### config.mk
export PLATFORM = sky130hd
export DESIGN_NAME = seq_calculator_flat
export DESIGN_NICKNAME = d
export VERILOG_FILES = /design/src/rtl/seq_calculator_if.sv /design/src/rtl/seq_calculator.sv /design/src/flat_wrapper.sv
export SDC_FILE = /design/constraint.sdc
export NUM_CORES = 1
export LEC_CHECK = 0
export ABC_CLOCK_PERIOD_IN_PS = 7860
export CORE_MARGIN = 2
export CORE_UTILIZATION = 65
export DETAILED_ROUTE_END_ITERATION = 8
export GPL_ROUTABILITY_DRIVEN = 0
export PLACE_DENSITY = 0.87
export SYNTH_ARGS = -nofsm -noshare
export SYNTH_HDL_FRONTEND = slang
export SYNTH_SLANG_ARGS = --single-unit
export TNS_END_PERCENT = 20
### constraint.sdc
create_clock -name clk -period 7.86 [get_ports clk]
set_input_delay 1.965 -clock clk [delete_from_list [all_inputs] [get_ports clk]]
set_output_delay 1.965 -clock clk [all_outputs]
set_load 0.01 [all_outputs]
### src/rtl/seq_calculator_if.sv
// Purpose : valid/ready stream bundle for seq_calculator. Operands and opcode
//           come in on one stream and the result leaves on the other.
// Signals : in_valid/in_ready, dat_a_in, dat_b_in, function_in  (operand side)
//           out_valid/out_ready, out, div_by_zero, busy           (result side)
// Modports: master = operand source / result sink, slave = calculator.
interface seq_calculator_if #(
  parameter int WIDTH = 8
);
  logic               in_valid;
  logic               in_ready;
  logic [WIDTH-1:0]   dat_a_in;
  logic [WIDTH-1:0]   dat_b_in;
  logic [1:0]         function_in;
  logic               out_valid;
  logic               out_ready;
  logic [2*WIDTH-1:0] out;
  logic               div_by_zero;
  logic               busy;

  modport master (
    output in_valid, dat_a_in, dat_b_in, function_in, out_ready,
    input  in_ready, out_valid, out, div_by_zero, busy
  );

  modport slave (
    input  in_valid, dat_a_in, dat_b_in, function_in, out_ready,
    output in_ready, out_valid, out, div_by_zero, busy
  );
endinterface

### src/rtl/seq_calculator.sv
// Purpose : handshaked unsigned calculator. Takes one operand pair plus an
//           opcode (00 add, 01 sub, 10 mul, 11 div) and returns a registered
//           2*WIDTH-bit result. Division is restoring, one quotient bit per
//           cycle, MSB first; the result carries the remainder in the upper
//           half and the quotient in the lower half.
// Ports   : clk  - rising-edge clock
//           rst  - asynchronous reset, active high
//           bus  - seq_calculator_if.slave (operand and result streams, busy)
//
// state | meaning
// ------+--------------------------------------------------------------
// IDLE  | in_ready high, waiting for an operand pair
// CALC  | busy high; one cycle for add/sub/mul/div-by-zero, WIDTH for div
// DONE  | out_valid high, result frozen until out_ready
module seq_calculator #(
  parameter int WIDTH = 8
) (
  input  logic            clk,
  input  logic            rst,
  seq_calculator_if.slave bus
);

  localparam int CNT_W = (WIDTH > 2) ? $clog2(WIDTH) : 1;

  typedef enum logic [1:0] {
    IDLE = 2'd0,
    CALC = 2'd1,
    DONE = 2'd2
  } state_t;

  state_t             state;
  logic [WIDTH-1:0]   a_reg;
  logic [WIDTH-1:0]   b_reg;
  logic [1:0]         op_reg;
  logic [WIDTH-1:0]   rem;
  logic [CNT_W-1:0]   cnt;
  logic [2*WIDTH-1:0] out_reg;
  logic               out_valid_reg;
  logic               dz_reg;
  logic               busy_reg;
  logic               in_ready_reg;

  logic [2*WIDTH-1:0] a_ext;
  logic [2*WIDTH-1:0] b_ext;
  logic [2*WIDTH-1:0] alu_res;
  logic [WIDTH:0]     rem_shift;
  logic [WIDTH:0]     rem_diff;
  logic               q_bit;
  logic [WIDTH-1:0]   rem_next;
  logic [WIDTH-1:0]   quo_next;
  logic               iter_div;

  // a_reg doubles as the dividend shift register: its MSB feeds the partial
  // remainder and the new quotient bit enters at the LSB, so after WIDTH
  // steps it holds the quotient.
  always_comb begin
    a_ext     = {{WIDTH{1'b0}}, a_reg};
    b_ext     = {{WIDTH{1'b0}}, b_reg};
    rem_shift = {rem, a_reg[WIDTH-1]};
    rem_diff  = rem_shift - {1'b0, b_reg};
    q_bit     = ~rem_diff[WIDTH];          // no borrow -> divisor fits
    rem_next  = q_bit ? rem_diff[WIDTH-1:0] : rem_shift[WIDTH-1:0];
    quo_next  = {a_reg[WIDTH-2:0], q_bit};
    iter_div  = (op_reg == 2'b11) && (b_reg != '0);
    case (op_reg)
      2'b00:   alu_res = a_ext + b_ext;
      2'b01:   alu_res = a_ext - b_ext;
      2'b10:   alu_res = a_ext * b_ext;
      // only reached for divide by zero: remainder = A, quotient all ones
      default: alu_res = {a_reg, {WIDTH{1'b1}}};
    endcase
  end

  always_ff @(posedge clk or posedge rst) begin
    if (rst) begin
      state         <= IDLE;
      a_reg         <= '0;
      b_reg         <= '0;
      op_reg        <= '0;
      rem           <= '0;
      cnt           <= '0;
      out_reg       <= '0;
      out_valid_reg <= 1'b0;
      dz_reg        <= 1'b0;
      busy_reg      <= 1'b0;
      in_ready_reg  <= 1'b1;
    end else begin
      case (state)
        IDLE: begin
          if (bus.in_valid && in_ready_reg) begin
            a_reg        <= bus.dat_a_in;
            b_reg        <= bus.dat_b_in;
            op_reg       <= bus.function_in;
            rem          <= '0;
            cnt          <= CNT_W'(WIDTH - 1);
            state        <= CALC;
            in_ready_reg <= 1'b0;
            busy_reg     <= 1'b1;
          end
        end
        CALC: begin
          if (iter_div) begin
            a_reg <= quo_next;
            rem   <= rem_next;
            if (cnt == '0) begin
              out_reg       <= {rem_next, quo_next};
              dz_reg        <= 1'b0;
              state         <= DONE;
              busy_reg      <= 1'b0;
              out_valid_reg <= 1'b1;
            end else begin
              cnt <= cnt - 1'b1;
            end
          end else begin
            out_reg       <= alu_res;
            dz_reg        <= (op_reg == 2'b11);
            state         <= DONE;
            busy_reg      <= 1'b0;
            out_valid_reg <= 1'b1;
          end
        end
        DONE: begin
          if (bus.out_ready) begin
            state         <= IDLE;
            out_valid_reg <= 1'b0;
            dz_reg        <= 1'b0;
            in_ready_reg  <= 1'b1;
          end
        end
        default: begin
          state         <= IDLE;
          out_valid_reg <= 1'b0;
          dz_reg        <= 1'b0;
          busy_reg      <= 1'b0;
          in_ready_reg  <= 1'b1;
        end
      endcase
    end
  end

  assign bus.in_ready    = in_ready_reg;
  assign bus.out_valid   = out_valid_reg;
  assign bus.out         = out_reg;
  assign bus.div_by_zero = dz_reg;
  assign bus.busy        = busy_reg;

endmodule

### src/flat_wrapper.sv
// flat-port wrapper written by rule: the top's interface ports become plain ports
module seq_calculator_flat 
#(
  parameter int WIDTH = 8
)
  (clk, rst, bus_in_valid, bus_dat_a_in, bus_dat_b_in, bus_function_in, bus_out_ready, bus_in_ready, bus_out_valid, bus_out, bus_div_by_zero, bus_busy);
  seq_calculator_if #(.WIDTH(WIDTH)) bus_i ();
  input  logic clk;
  input  logic rst;
  input wire logic [$bits(bus_i.in_valid)-1:0] bus_in_valid;
  input wire logic [$bits(bus_i.dat_a_in)-1:0] bus_dat_a_in;
  input wire logic [$bits(bus_i.dat_b_in)-1:0] bus_dat_b_in;
  input wire logic [$bits(bus_i.function_in)-1:0] bus_function_in;
  input wire logic [$bits(bus_i.out_ready)-1:0] bus_out_ready;
  output wire logic [$bits(bus_i.in_ready)-1:0] bus_in_ready;
  output wire logic [$bits(bus_i.out_valid)-1:0] bus_out_valid;
  output wire logic [$bits(bus_i.out)-1:0] bus_out;
  output wire logic [$bits(bus_i.div_by_zero)-1:0] bus_div_by_zero;
  output wire logic [$bits(bus_i.busy)-1:0] bus_busy;
  assign bus_i.in_valid = bus_in_valid;
  assign bus_i.dat_a_in = bus_dat_a_in;
  assign bus_i.dat_b_in = bus_dat_b_in;
  assign bus_i.function_in = bus_function_in;
  assign bus_i.out_ready = bus_out_ready;
  assign bus_in_ready = bus_i.in_ready;
  assign bus_out_valid = bus_i.out_valid;
  assign bus_out = bus_i.out;
  assign bus_div_by_zero = bus_i.div_by_zero;
  assign bus_busy = bus_i.busy;
  seq_calculator #(.WIDTH(WIDTH)) u_core (.clk(clk), .rst(rst), .bus(bus_i));
endmodule
==> run summary <==
status - completed
Syn Inst Count - 659
register area - 1280 um^2
Wirelength per Cell - 19.2 um
commonest non-fill, non-tap cell in the layout - inv_1
worst setup path end - u_core.bus.out[13]
GRT overflow - 0
Worst setup startpoint - u_core.a_reg[1]
min-delay worst type - reg -> reg
Critical Path AT - 5.29 ns
Die Wd - 97.8 um
largest net degree at the start of global routing - 52
PostCTS Resize Cnt - 0
EDFF count, synth - 0
Multi-input gate area - 4040 um^2
vias in the first global route - 5142
FMAX - 0.197 GHz
Startpoint Class - flop
synthesized net count - 783
first-pass GRT wire length - 24800 um
# nets final - 810
diodes inserted - 0
clk buf depth - 2
DRC - 0
TNS Setup - 0 ns
fin crit share - 64.7%
fillcell total - 660
post-synth cell types - 69
via-per-instance ratio - 6.44
element type at the critical path end - flop
Fin. Hold Viols - 0
RSZ-0062 raised after global routing - no
Layout Cells excl Fill - 795
CTS tree - done
# IOs - 42
Post-CTS Setup Bufs - 0
Die H - 97.8 um
antenna violations before repair - 0
Post-synth ARST share - 100%
layout cells sized above 1 - 5.82%
MaxCap Viol Count - 0
Num CTS Buffers - 5
clock sinks - 51
Synth Flop Type - dfrtp_1
syn_area_per_cell - 8.68 um^2
die footprint - 9570 um^2
reg-to-reg slack, setup - 2.78 ns
most frequent cells in the layout - inv_1, ha_1, nand2_1
skew final - 0.0126 ns
CTS Hold Bufs - 0
max-slew violations - 0
Clock Latency Late Sink - 0.32 ns
H-tree Lvls - 2
final setup violation count - 0
Slew headroom - 27.3%
max reg flops - 16
mapped cell area - 5720 um^2
drt initial violations - 575
clock root buffer - clkbuf_8
Worst Path Required - 8.06 ns
initial core utilization - 66.2%
Final ANT Viol Nets - 0
reg2reg end - u_core.bus.out[13]
Reg clk slew, reported paths - 0.11 ns
Worst-Margin Slew - 1.09 ns
Yosys reg bits - 51
num rows - 34
WS Path Type - reg -> reg
CP Max Fanout - 15
Syn-to-layout area delta - 9.34%
r2r worst-path depth - 15
Core Region - 8640 um^2
HPWL after DPL - 11800 um
Vias - 5123
Port Buffers - 41
register area share after synthesis - 22.3%
total wire length - 15300 um
Synth warnings - 0
placed cells - 787
Total Routing Usage GR - 32.3%
Reg-to-Reg Start - u_core.a_reg[1]
fin crit period - 5.08 ns
Initial DRT Pass Iterations - 5
## worst min path at each step
stage,to,depth (start not counted),slack [ns],from
finish,u_core.cnt[0],1,0.49,u_core.cnt[0]
global route,u_core.cnt[0],1,0.50,u_core.cnt[0]
global placement,u_core.cnt[0],1,0.45,u_core.cnt[0]
CTS,u_core.cnt[0],1,0.49,u_core.cnt[0]
detailed placement,u_core.bus.out_valid,2,0.47,u_core.bus.out_valid
floorplan,u_core.cnt[0],1,0.44,u_core.cnt[0]
## worst max-delay path, stage by stage (launching register included)
cell	delay, ns
dfrtp_1	0.77
nand2_1	0.17
fa_1	0.52
fa_1	0.54
inv_1	0.05
fa_1	0.52
inv_1	0.06
fa_1	0.53
inv_1	0.04
ha_1	0.34
and2_1	0.20
a31oi_1	0.26
nand3_1	0.20
o32ai_1	0.50
o311a_1	0.20
a31oi_1	0.08
## cell usage after synthesis (3+ instances only)
library cell / n / area (um^2)
a211oi_1: 9 / 67.6
a21o_1: 6 / 45.0
a21oi_1: 28 / 140
a22o_1: 3 / 26.3
a31oi_1: 15 / 93.8
and2_1: 39 / 244
and3_1: 9 / 56.3
buf_4: 3 / 22.5
clkbuf_1: 13 / 48.8
dfrtp_1: 50 / 1250
fa_1: 39 / 781
ha_1: 63 / 788
inv_1: 77 / 289
mux2_2: 13 / 146
mux2i_1: 9 / 90.1
nand2_1: 57 / 214
nand2b_1: 10 / 62.6
nand3_1: 12 / 60.1
nor2_1: 56 / 210
nor2b_1: 10 / 62.6
nor3_1: 7 / 35.0
nor3b_1: 3 / 22.5
nor4_1: 3 / 18.8
o211ai_1: 9 / 67.6
o21ai_0: 34 / 170
o21bai_1: 3 / 22.5
o22a_1: 3 / 26.3
o22ai_1: 5 / 31.3
o31ai_1: 5 / 37.5
or2_2: 3 / 18.8
xnor2_1: 6 / 52.6
xor2_1: 6 / 52.6
## layout make-up
cell class | instances | area share [%]
multi-input cells | 508 | 64.6
flip-flops and latches | 51 | 20.4
repair buffers | 42 | 6.68
inverters | 78 | 4.68
well taps | 108 | 2.16
clock buffers | 5 | 1.10
clock inverters | 3 | 0.380
## layer usage
layer / up-vias / GRT usage [%] / share of wire (%)
met1: 2478 / 43.6 / 41
met4: 0 / 11.5 / 3.6
li1: 2332 / - / -
met5: - / 0 / 0
met2: 245 / 53.5 / 48
met3: 68 / 5.23 / 7.5
## metrics by stage
stage	hold WS (ns)	util [%]	cell area (um^2)	setup slack (ns)
finish	0.486	72.4	6250	2.78
global route	0.502	72.4	6250	2.56
CTS	0.487	72.4	6250	2.85
detailed placement	0.472	71.4	6160	2.88
global placement	0.454	71.4	6160	2.98
floorplan	0.440	-	5720	3.24
## cell families after synthesis
group                    after synthesis  share of synthesized area (%)
AND/OR/NAND/NOR                      220                           19.2
AO/OA/AOI/OAI                        152                           18.0
adder cells (fa/ha/maj)              102                           27.4
buffers and inverters                100                           7.06
flip-flops                            51                           22.3
multiplexers                          22                           4.13
XOR/XNOR                              12                           1.84
Power is not shown: default switching activity piles up to over one toggle a cycle in this logic, so the estimate is an artifact.
